==> src/rtl/rib_arb_pkg.sv <==
// RIB interconnect shared definitions: bus widths, address fields, fault record.
package rib_arb_pkg;

    localparam int RIB_AW  = 32;
    localparam int RIB_DW  = 32;
    localparam int IDX_HI  = 31;
    localparam int IDX_LO  = 28;

    typedef enum logic {
        FAULT_PROT   = 1'b0,
        FAULT_DECODE = 1'b1
    } fault_e;

    typedef struct packed {
        logic              valid;
        fault_e            ftype;
        logic [3:0]        master;
        logic [RIB_AW-1:0] addr;
    } fault_t;

    function automatic logic [3:0] slv_idx(input logic [RIB_AW-1:0] a);
        return a[IDX_HI:IDX_LO];
    endfunction

endpackage

==> src/rtl/rib_arb_rr_pick.sv <==
// Round-robin first-one finder: scans mask from ptr upwards with wrap.
module rib_arb_rr_pick #(
    parameter int N  = 6,
    parameter int PW = $clog2(N)
) (
    input  logic [N-1:0]  mask,
    input  logic [PW-1:0] ptr,
    output logic [PW-1:0] idx,
    output logic          found
);

    logic [PW:0] c;

    always_comb begin
        idx   = '0;
        found = 1'b0;
        c     = '0;
        for (int k = 0; k < N; k++) begin
            c = {1'b0, ptr} + (PW+1)'(k);
            if (c >= (PW+1)'(N)) begin
                c = c - (PW+1)'(N);
            end
            if (!found && mask[c[PW-1:0]]) begin
                found = 1'b1;
                idx   = c[PW-1:0];
            end
        end
    end

endmodule

==> src/rtl/rib_arb.sv <==
// RIB master/slave interconnect with round-robin arbitration, bounded lock
// and TEE access policy with a sticky fault record.
module rib_arb
    import rib_arb_pkg::*;
#(
    parameter int            NM          = 6,
    parameter int            NS          = 6,
    parameter int            MAX_HOLD    = 4,
    parameter logic [NM-1:0] SEC_MASTERS = 6'b000111,
    parameter logic [NS-1:0] SEC_SLAVES  = 6'b000010
) (
    input  logic                 clk,
    input  logic                 rst,
    input  logic [NM*RIB_AW-1:0] m_addr_i,
    input  logic [NM*RIB_DW-1:0] m_data_i,
    input  logic [NM-1:0]        m_we_i,
    input  logic [NM-1:0]        m_req_i,
    output logic [NM*RIB_DW-1:0] m_data_o,
    output logic [NM-1:0]        m_hold_o,
    output logic [NM-1:0]        m_err_o,
    output logic [RIB_AW-1:0]    s_addr_o,
    output logic [RIB_DW-1:0]    s_data_o,
    output logic [NS-1:0]        s_we_o,
    input  logic [NS*RIB_DW-1:0] s_data_i,
    output logic                 fault_valid_o,
    output logic                 fault_type_o,
    output logic [3:0]           fault_master_o,
    output logic [RIB_AW-1:0]    fault_addr_o,
    input  logic                 fault_clr_i
);

    localparam int PW = $clog2(NM);
    localparam int CW = $clog2(MAX_HOLD + 1);
    localparam logic [CW-1:0] HOLD_MAX = CW'(MAX_HOLD);
    localparam logic [15:0]   SEC_SL16 = 16'(SEC_SLAVES);

    logic [PW-1:0] ptr;
    logic [PW-1:0] lock_idx;
    logic          lock_v;
    logic [CW-1:0] cnt;
    fault_t        fault;

    logic          expired;
    logic          keep;
    logic [NM-1:0] lock_oh;
    logic [NM-1:0] others;
    logic [NM-1:0] rr_mask;
    logic [PW-1:0] rr_idx;
    logic          rr_found;
    logic [PW-1:0] owner;
    logic          served;
    logic [NM-1:0] own_oh;
    logic [PW-1:0] ptr_next;

    assign expired = lock_v && (cnt == HOLD_MAX);
    assign keep    = lock_v && m_req_i[lock_idx] && (cnt < HOLD_MAX);
    assign lock_oh = NM'(1) << lock_idx;
    assign others  = m_req_i & ~lock_oh;

    // An expired owner is skipped only when someone else is waiting.
    assign rr_mask = (expired && (|others)) ? others : m_req_i;

    rib_arb_rr_pick #(
        .N  (NM),
        .PW (PW)
    ) u_pick (
        .mask  (rr_mask),
        .ptr   (ptr),
        .idx   (rr_idx),
        .found (rr_found)
    );

    assign owner    = keep ? lock_idx : rr_idx;
    assign served   = keep || rr_found;
    assign own_oh   = NM'(1) << owner;
    assign ptr_next = (owner == PW'(NM - 1)) ? '0 : owner + PW'(1);

    logic [RIB_AW-1:0] own_addr;
    logic [RIB_DW-1:0] own_wdata;
    logic              own_we;
    logic [3:0]        sidx;
    logic              in_range;
    logic              own_sec;
    logic              slv_sec;
    logic              permit;
    logic              reject;

    assign own_addr  = m_addr_i[int'(owner)*RIB_AW +: RIB_AW];
    assign own_wdata = m_data_i[int'(owner)*RIB_DW +: RIB_DW];
    assign own_we    = m_we_i[owner];
    assign sidx      = slv_idx(own_addr);
    assign in_range  = int'(sidx) < NS;
    assign own_sec   = SEC_MASTERS[owner];
    assign slv_sec   = SEC_SL16[sidx];
    assign permit    = served && in_range && !(slv_sec && !own_sec);
    assign reject    = served && !permit;

    always_comb begin
        m_data_o = '0;
        m_hold_o = '0;
        m_err_o  = '0;
        s_addr_o = '0;
        s_data_o = '0;
        s_we_o   = '0;
        if (served) begin
            s_addr_o = own_addr;
            s_data_o = own_wdata;
            m_hold_o = m_req_i & ~own_oh;
            if (permit) begin
                s_we_o = own_we ? (NS'(1) << sidx) : '0;
                m_data_o[int'(owner)*RIB_DW +: RIB_DW] =
                    s_data_i[int'(sidx)*RIB_DW +: RIB_DW];
            end else begin
                m_err_o = own_oh;
            end
        end
    end

    always_ff @(posedge clk) begin
        if (rst) begin
            ptr      <= '0;
            lock_idx <= '0;
            lock_v   <= 1'b0;
            cnt      <= '0;
            fault    <= '0;
        end else begin
            if (served) begin
                lock_v   <= 1'b1;
                lock_idx <= owner;
                if (lock_v && (owner == lock_idx) && (cnt < HOLD_MAX)) begin
                    cnt <= cnt + CW'(1);
                end else begin
                    cnt <= CW'(1);
                end
                if ((owner != lock_idx) || expired) begin
                    ptr <= ptr_next;
                end
            end else begin
                lock_v <= 1'b0;
                cnt    <= '0;
            end
            // A fault arriving with a clear wins, so it is never lost.
            if (reject && (!fault.valid || fault_clr_i)) begin
                fault.valid  <= 1'b1;
                fault.ftype  <= in_range ? FAULT_PROT : FAULT_DECODE;
                fault.master <= 4'(owner);
                fault.addr   <= own_addr;
            end else if (fault_clr_i) begin
                fault.valid <= 1'b0;
            end
        end
    end

    assign fault_valid_o  = fault.valid;
    assign fault_type_o   = fault.ftype;
    assign fault_master_o = fault.master;
    assign fault_addr_o   = fault.addr;

endmodule

==> config.mk <==
export PLATFORM = sky130hd
export DESIGN_NAME = rib_arb
export DESIGN_NICKNAME = d
export VERILOG_FILES = /design/src/rtl/rib_arb_pkg.sv /design/src/rtl/rib_arb_rr_pick.sv /design/src/rtl/rib_arb.sv
export SDC_FILE = /design/constraint.sdc
export NUM_CORES = 1
export LEC_CHECK = 0
export BUFFER_PORTS_ARGS = -buffer_cell sky130_fd_sc_hd__buf_2
export CORE_AREA = 2 2 357 359
export DETAILED_ROUTE_END_ITERATION = 12
export DIE_AREA = 0 0 359 361
export GPL_TIMING_DRIVEN = 0
export MAX_ROUTING_LAYER = met4
export PLACE_DENSITY = 0.33
export RECOVER_POWER = 50
export SYNTH_ARGS = -nofsm -noshare
export SYNTH_HDL_FRONTEND = slang
export SYNTH_HIERARCHICAL = 1
export SYNTH_SLANG_ARGS = --single-unit
==> constraint.sdc <==
create_clock -name clk -period 19.6 [get_ports clk]
set_input_delay 0.98 -clock clk [delete_from_list [all_inputs] [get_ports clk]]
set_output_delay 0.98 -clock clk [all_outputs]
set_load 0.02 [all_outputs]
### Word-level counts from Yosys, hierarchy flattened

Memory sizes are Yosys's and may differ from the RTL's.
Cells that the tools add are included.

* bits in read-only memories: 24
* memories: 2
* register bits: 47
* word-level logic and storage cells: 148
* bits of input ports: 591
* output and inout bits: 312

Memories
* (name not given): depth 16, width 1, read ports 1, clocked after memory_dff 0, wr ports 0, RTL line rib_arb.sv:94 `assign slv_sec = SEC_SL16[sidx];`
* (name not given): depth 8, width 1, read ports 1, clocked after memory_dff 0, wr ports 0, RTL line rib_arb.sv:93 `assign own_sec = SEC_MASTERS[owner];`

* add/sub/neg operators: 14
* bitwise gates (word level): 7
* order comparisons: 17
* reduce and logical (&&, ||, !) cells: 33
* equality and inequality tests: 4
* shift operators: 8
* muxes and demuxes: 54

Operators with widths (number)
* $mux 192: 2
* $shiftx 192x9->32: 2
* $and 192x192->192: 1
* $shift 32x33->192 const A: 1
* $shiftx 192x10->32: 1
* $shiftx 32x33->192: 1
* $mux 32: 2
* $mux 3: 14
* $mux 6: 7
* $neg 8->33: 1
* $lt 3x4->1 const B: 8
* $bmux 1 s3: 8
* $mux 1: 21
* $ge 4x3->1 const B: 5
* $sub 3x3->3 const B: 6
* $logic_and 1x1->1: 16
* $and 6x6->6: 2
* $not 6->6: 2
* $shl 1x3->6 const A: 2
* $logic_not 1->1: 9
* $add 3x2->4 const B: 2
* $add 3x3->4 const B: 2
* $add 3x1->3 const B: 2
* $eq 3x3->1 const B: 2
* other kinds (15): 18

### Depth between registers and ports, before layout

* depth after elaboration: 35
* gate-level depth with buffers: 33
* mapped depth without buffers: 25

### Modules after synthesis

The synthesis kept the hierarchy.

By module, submodules not included
* rib_arb: area each 9091.2 um^2, cells an instance 1533, seq. area each 940.9 um^2, instances 1
* rib_arb_rr_pick: area each 912.1 um^2, cells an instance 122, seq. area each 0.0 um^2, instances 1

### Worst setup path before layout

Ideal clock, no wire load.

* kind: input to output
* start: input port m_req_i[0]
* end: output port m_data_o[10]
* setup slack: 11797 ps
* data required time: 18620 ps
* stages: 27
* path buffers: 4
* data arrival time: 6823 ps
* path through: mux2_2 o32ai_1 a31o_2 nor2_1 a21boi_0 mux2i_1 a2111oi_0 a31oi_1 nor2b_4 and3_4 nand2_1 a22o_1 nor2b_1 o221ai_2 o211a_4 inv_1 buf_1 clkbuf_1 buf_1 ha_1 inv_1 ha_1 a211oi_1 o21ai_4 nand4_1 clkbuf_1 nor2_1

* word-level cells in the longest chain between the ends: 31
* elaborated cells on any way between the ends: 62
* classes of those cells: add/sub (1); order compare (1); shift (4); mux (32); bitwise (2); reduce/logical (20); memory (2)

RTL lines
* from (decl): RTL line rib_arb.sv:17 `input logic [NM-1:0] m_req_i,`
* $and 6x6->6 (*): RTL line rib_arb.sv:58 `assign others = m_req_i & ~lock_oh;`
* $reduce_or 6->1 (*): RTL line rib_arb.sv:61 `assign rr_mask = (expired && (|others)) ? others : m_req_i;`
* $logic_and 1x1->1 (*): RTL line rib_arb.sv:61
* $mux 6 (*): RTL line rib_arb.sv:61
* via rr_mask[2]: RTL line rib_arb.sv:47 `logic [NM-1:0] rr_mask;`
* $bmux 1 s3: RTL line rib_arb_rr_pick.sv:23 `if (!found && mask[c[PW-1:0]]) begin`
* $mux 1 (not written as such): RTL line rib_arb_rr_pick.sv:23
* $mux 1: RTL line rib_arb_rr_pick.sv:23
* [... 13 more ...]
* $logic_and 1x1->1: RTL line rib_arb_rr_pick.sv:23
* $mux 3 (*): RTL line rib_arb_rr_pick.sv:23
* via rr_idx[1]: RTL line rib_arb.sv:48 `logic [PW-1:0] rr_idx;`
* $mux 3 (*): RTL line rib_arb.sv:73 `assign owner = keep ? lock_idx : rr_idx;`
* via owner[1]: RTL line rib_arb.sv:50 `logic [PW-1:0] owner;`
* branches (longest 6 deep; another with $shiftx 192x9->32)
* $mux 192 (*): RTL line rib_arb.sv:109 `if (permit) begin`
* $mux 192 (*): RTL line rib_arb.sv:105 `if (served) begin`
* to (decl): RTL line rib_arb.sv:18 `output logic [NM*RIB_DW-1:0] m_data_o,`

Mark *: on every way through the listed nets, which the timed path passes. The select of a mux whose other input is x is not followed.

### Worst setup path in the final report

* start: register lock_idx[1]
* end: output port m_data_o[189]

* word-level cells in the longest chain between the ends: 33
* elaborated cells on any way between the ends: 64
* classes of those cells: add/sub (1); order compare (1); shift (5); mux (32); bitwise (3); reduce/logical (20); memory (2)

RTL lines
* from (decl): RTL line rib_arb.sv:38 `logic [PW-1:0] lock_idx;`
* from (signal assigned): RTL line rib_arb.sv:129 `lock_idx <= owner;`
* $shl 1x3->6 (*): RTL line rib_arb.sv:57 `assign lock_oh = NM'(1) << lock_idx;`
* $not 6->6 (*): RTL line rib_arb.sv:58
* $and 6x6->6 (*): RTL line rib_arb.sv:58
* $reduce_or 6->1: RTL line rib_arb.sv:61
* $logic_and 1x1->1: RTL line rib_arb.sv:61
* $mux 6 (*): RTL line rib_arb.sv:61
* via rr_mask[2]: RTL line rib_arb.sv:47
* $bmux 1 s3: RTL line rib_arb_rr_pick.sv:23
* [... 15 more ...]
* $logic_and 1x1->1: RTL line rib_arb_rr_pick.sv:23
* $mux 3 (*): RTL line rib_arb_rr_pick.sv:23
* via rr_idx[0]: RTL line rib_arb.sv:48
* $mux 3 (*): RTL line rib_arb.sv:73
* via owner[0]: RTL line rib_arb.sv:50
* branches (longest 6 deep; another with $shiftx 192x9->32)
* $mux 192 (*): RTL line rib_arb.sv:109
* $mux 192 (*): RTL line rib_arb.sv:105

Marked as above.

==> results.cfg <==
[detailed_routing]
routedWlPerCell_um = 26.5
viasPerCell = 3.87
first_iter_violations = 980
route.detailed.drc = 0
ant_nets = 0
drt-total-wl_mm = 112
num_vias = 16400
dr.pass1.iters = 5

[logic_synthesis]
seq_area_frac_synth_pct = 9.41
netlist_instances = 1655
synthTopCellsByArea = nand2_1 (14%), dfxtp_1 (9.4%), mux2i_1 (9.4%), nor2_1 (8.3%), nand3_1 (6.6%)
yosysTopAreaCell = nand2_1
synth_edf_count = 0
synth.avg_cell_area_um2 = 6.04
synth_top_area_share_pct = 13.8
ys_warn_count = 6
synth.distinct_cells = 87
syn-cell-area_um2 = 10000
synthArstFlopShare_pct = 0
ys.flop_type = dfxtp_1
syn_nets = 2265
synth_seq_cells = 47

[floorplanning]
die_area_um2 = 130000
initial_core_util_pct = 7.98
core_area_um2 = 125000
die_w_um = 359
pin_count = 903
core.rowCount = 130
die_height_um = 361

[critical_path]
cpLargestDelayFamily = buffers and inverters
rrSetupSlack_ns = 7.06
path_common_cell = clkbuf_1
cp-start-kind = flop
worstReg2RegStart = lock_idx[1]$_SDFFE_PP0N_
reg2reg_depth = 31
cp_max_fo = 12
worstPathRequired_ns = 18.62
cp.arrival_ns = 13.95
reg2reg_to = fault_addr_o[27]$_SDFFE_PP0P_
path_buf_inv = 10
critPathSlowestCell = o32ai_1
cp-end-kind = output pin
cp_slowest_stage_delay_ns = 1.71
crit_type = reg2out

[job]
cap_violations = 3

[sta]
max_freq_mhz = 67.0
max_slew_margin_pct = -47.2
rsz0062_at_grt = false
maxSlewViolCount = 32
setup_tns_ns = 0
tightest_slew_ns = 2.20
setup_viol = 0
timing.final.crit_share_pct = 76.2
hold_violations = 0
period_needed_ns = 14.93
finalClockSkew_ns = 0.0118

[global_route]
grt_remaining_overflow = 0
grt_pass1_vias = 16900
grt_pass1_wl_mm = 148
grt_antenna_before_repair = 30
grt_max_degree = 18
grt_usage_pct = 17.0

[finish]
finalNetCount = 3175
final_cell_mix = buf_2 (796), nand2_1 (367), nor2_1 (221)
fin_cells = 4240
layout_commonest_cell = buf_2
areaGrowthSynthToFinish_pct = 65.8
final_layout_size_suffix_gt1_share_pct = 37.9

[placement]
dp_cells = 4208
gp_congestion = 0.921
dpl.hpwl_mm = 97.3
port_buffers = 900

[clocking]
postCtsHoldBufs = 0
cts_max_level = 2
post_cts_resized = 0
clock_sinks = 47
root_buffer = clkbuf_16
worstSkewPairLatency_ns = 0.36
cts_tree = done
ctsLongestPathBuffers = 2
clkTransAtPathRegs_ns = 0.09
cts_setup_buffers = 0
cts_buffers = 5

[hold_path]
hold-path-cell-count = 2
hold_path_end = fault_addr_o[6]$_SDFFE_PP0P_
hp-start = fault_addr_o[6]$_SDFFE_PP0P_
hp-class = reg2reg

[run_status]
status = finished with violations
violations = max-capacitance violations, max-slew violations
-- worst register-to-register path, delay by kind of cell, from the launching register on --
family                   cells  cell delay (ns)
adder cells (fa/ha/maj)      2             0.76
buffers and inverters       10             5.38
AO/OA/AOI/OAI               12             4.71
flip-flops                   1             0.32
multiplexers                 1             0.27
AND/OR/NAND/NOR              6             1.01
-- worst max path at each step --
stage | from | slack, ns | to | cells past startpoint
6_report | lock_idx[1]$_SDFFE_PP0N_ | 4.67 | m_data_o[189] | 32
5_1_grt | lock_idx[1]$_SDFFE_PP0N_ | 3.80 | m_data_o[189] | 32
4_1_cts | lock_idx[2]$_SDFFE_PP0N_ | 7.15 | m_data_o[45] | 32
3_5_place_dp | m_req_i[0] | 7.51 | m_data_o[45] | 29
3_3_place_gp | m_req_i[0] | 7.06 | m_data_o[51] | 29
2_1_floorplan | m_req_i[0] | 11.80 | m_data_o[10] | 27
-- cell families after synthesis --
| group | after synthesis | share of synthesized area (%) |
|---|---|---|
| simple gates | 905 | 41.1 |
| other cells | 1 | 0.0375 |
| flops | 47 | 9.41 |
| xor+xnor | 9 | 0.788 |
| mux | 103 | 10.5 |
| buf+inv | 177 | 8.07 |
| compound gates | 394 | 27.8 |
| fa+ha+maj | 19 | 2.38 |
-- routing by layer --
| layer | global-route usage, % | routed length (um) | share of wire [%] | up-vias |
|---|---|---|---|---|
| met1 | 19.7 | 46200 | 41 | 7791 |
| li1 | - | - | - | 7645 |
| met4 | 6.58 | 4540 | 4.0 | 0 |
| met3 | 2.77 | 5960 | 5.3 | 125 |
| met2 | 29.5 | 55600 | 50 | 866 |
| met5 | - | 0 | 0 | - |
-- final cells by class --
cell class | count | area (um^2)
Multi-Input combinational cell | 1431 | 8190
Tap cell | 1650 | 2060
Clock inverter | 3 | 27.5
Antenna cell | 24 | 60.1
Fill cell | 15100 | 109000
Clock buffer | 5 | 125
Buffer | 159 | 717
Inverter | 18 | 68.8
Sequential cell | 47 | 941
Timing Repair Buffer | 903 | 4400
-- cell usage after synthesis, types with 19 or more instances --
master,instances
nand2_1,367
o221a_2,32
nor2_2,90
a21oi_1,100
buf_1,32
nor2_1,220
nand3_1,131
ha_1,19
mux2i_1,94
a211oi_1,22
buf_2,19
dfxtp_1,47
clkbuf_1,89
o21ai_0,70
nand2b_1,25
a211o_1,49
a31oi_1,51
-- per-stage QoR --
step / instance area (um^2) / util [%] / setup WS, ns / hold WS [ns]
after detailed placement: 16600 / 13.3 / 7.51 / 0.445
final: 16600 / 13.2 / 4.67 / 0.460
after global placement: 16600 / 13.2 / 7.06 / 0.440
after CTS: 16800 / 13.4 / 7.15 / 0.460
after floorplan: 10000 / - / 11.80 / 0.489
after global routing: 16600 / 13.2 / 3.80 / 0.482
-- state kept, by name (all words and copies together), names as in the netlist --
register	flops
fault_master_o	3
ptr	3
fault_type_o	1
fault_addr_o	32
lock_v	1
lock_idx	3
fault_valid_o	1
cnt	3
Power is not shown: default switching activity piles up to over one toggle a cycle in this logic, so the estimate is an artifact.
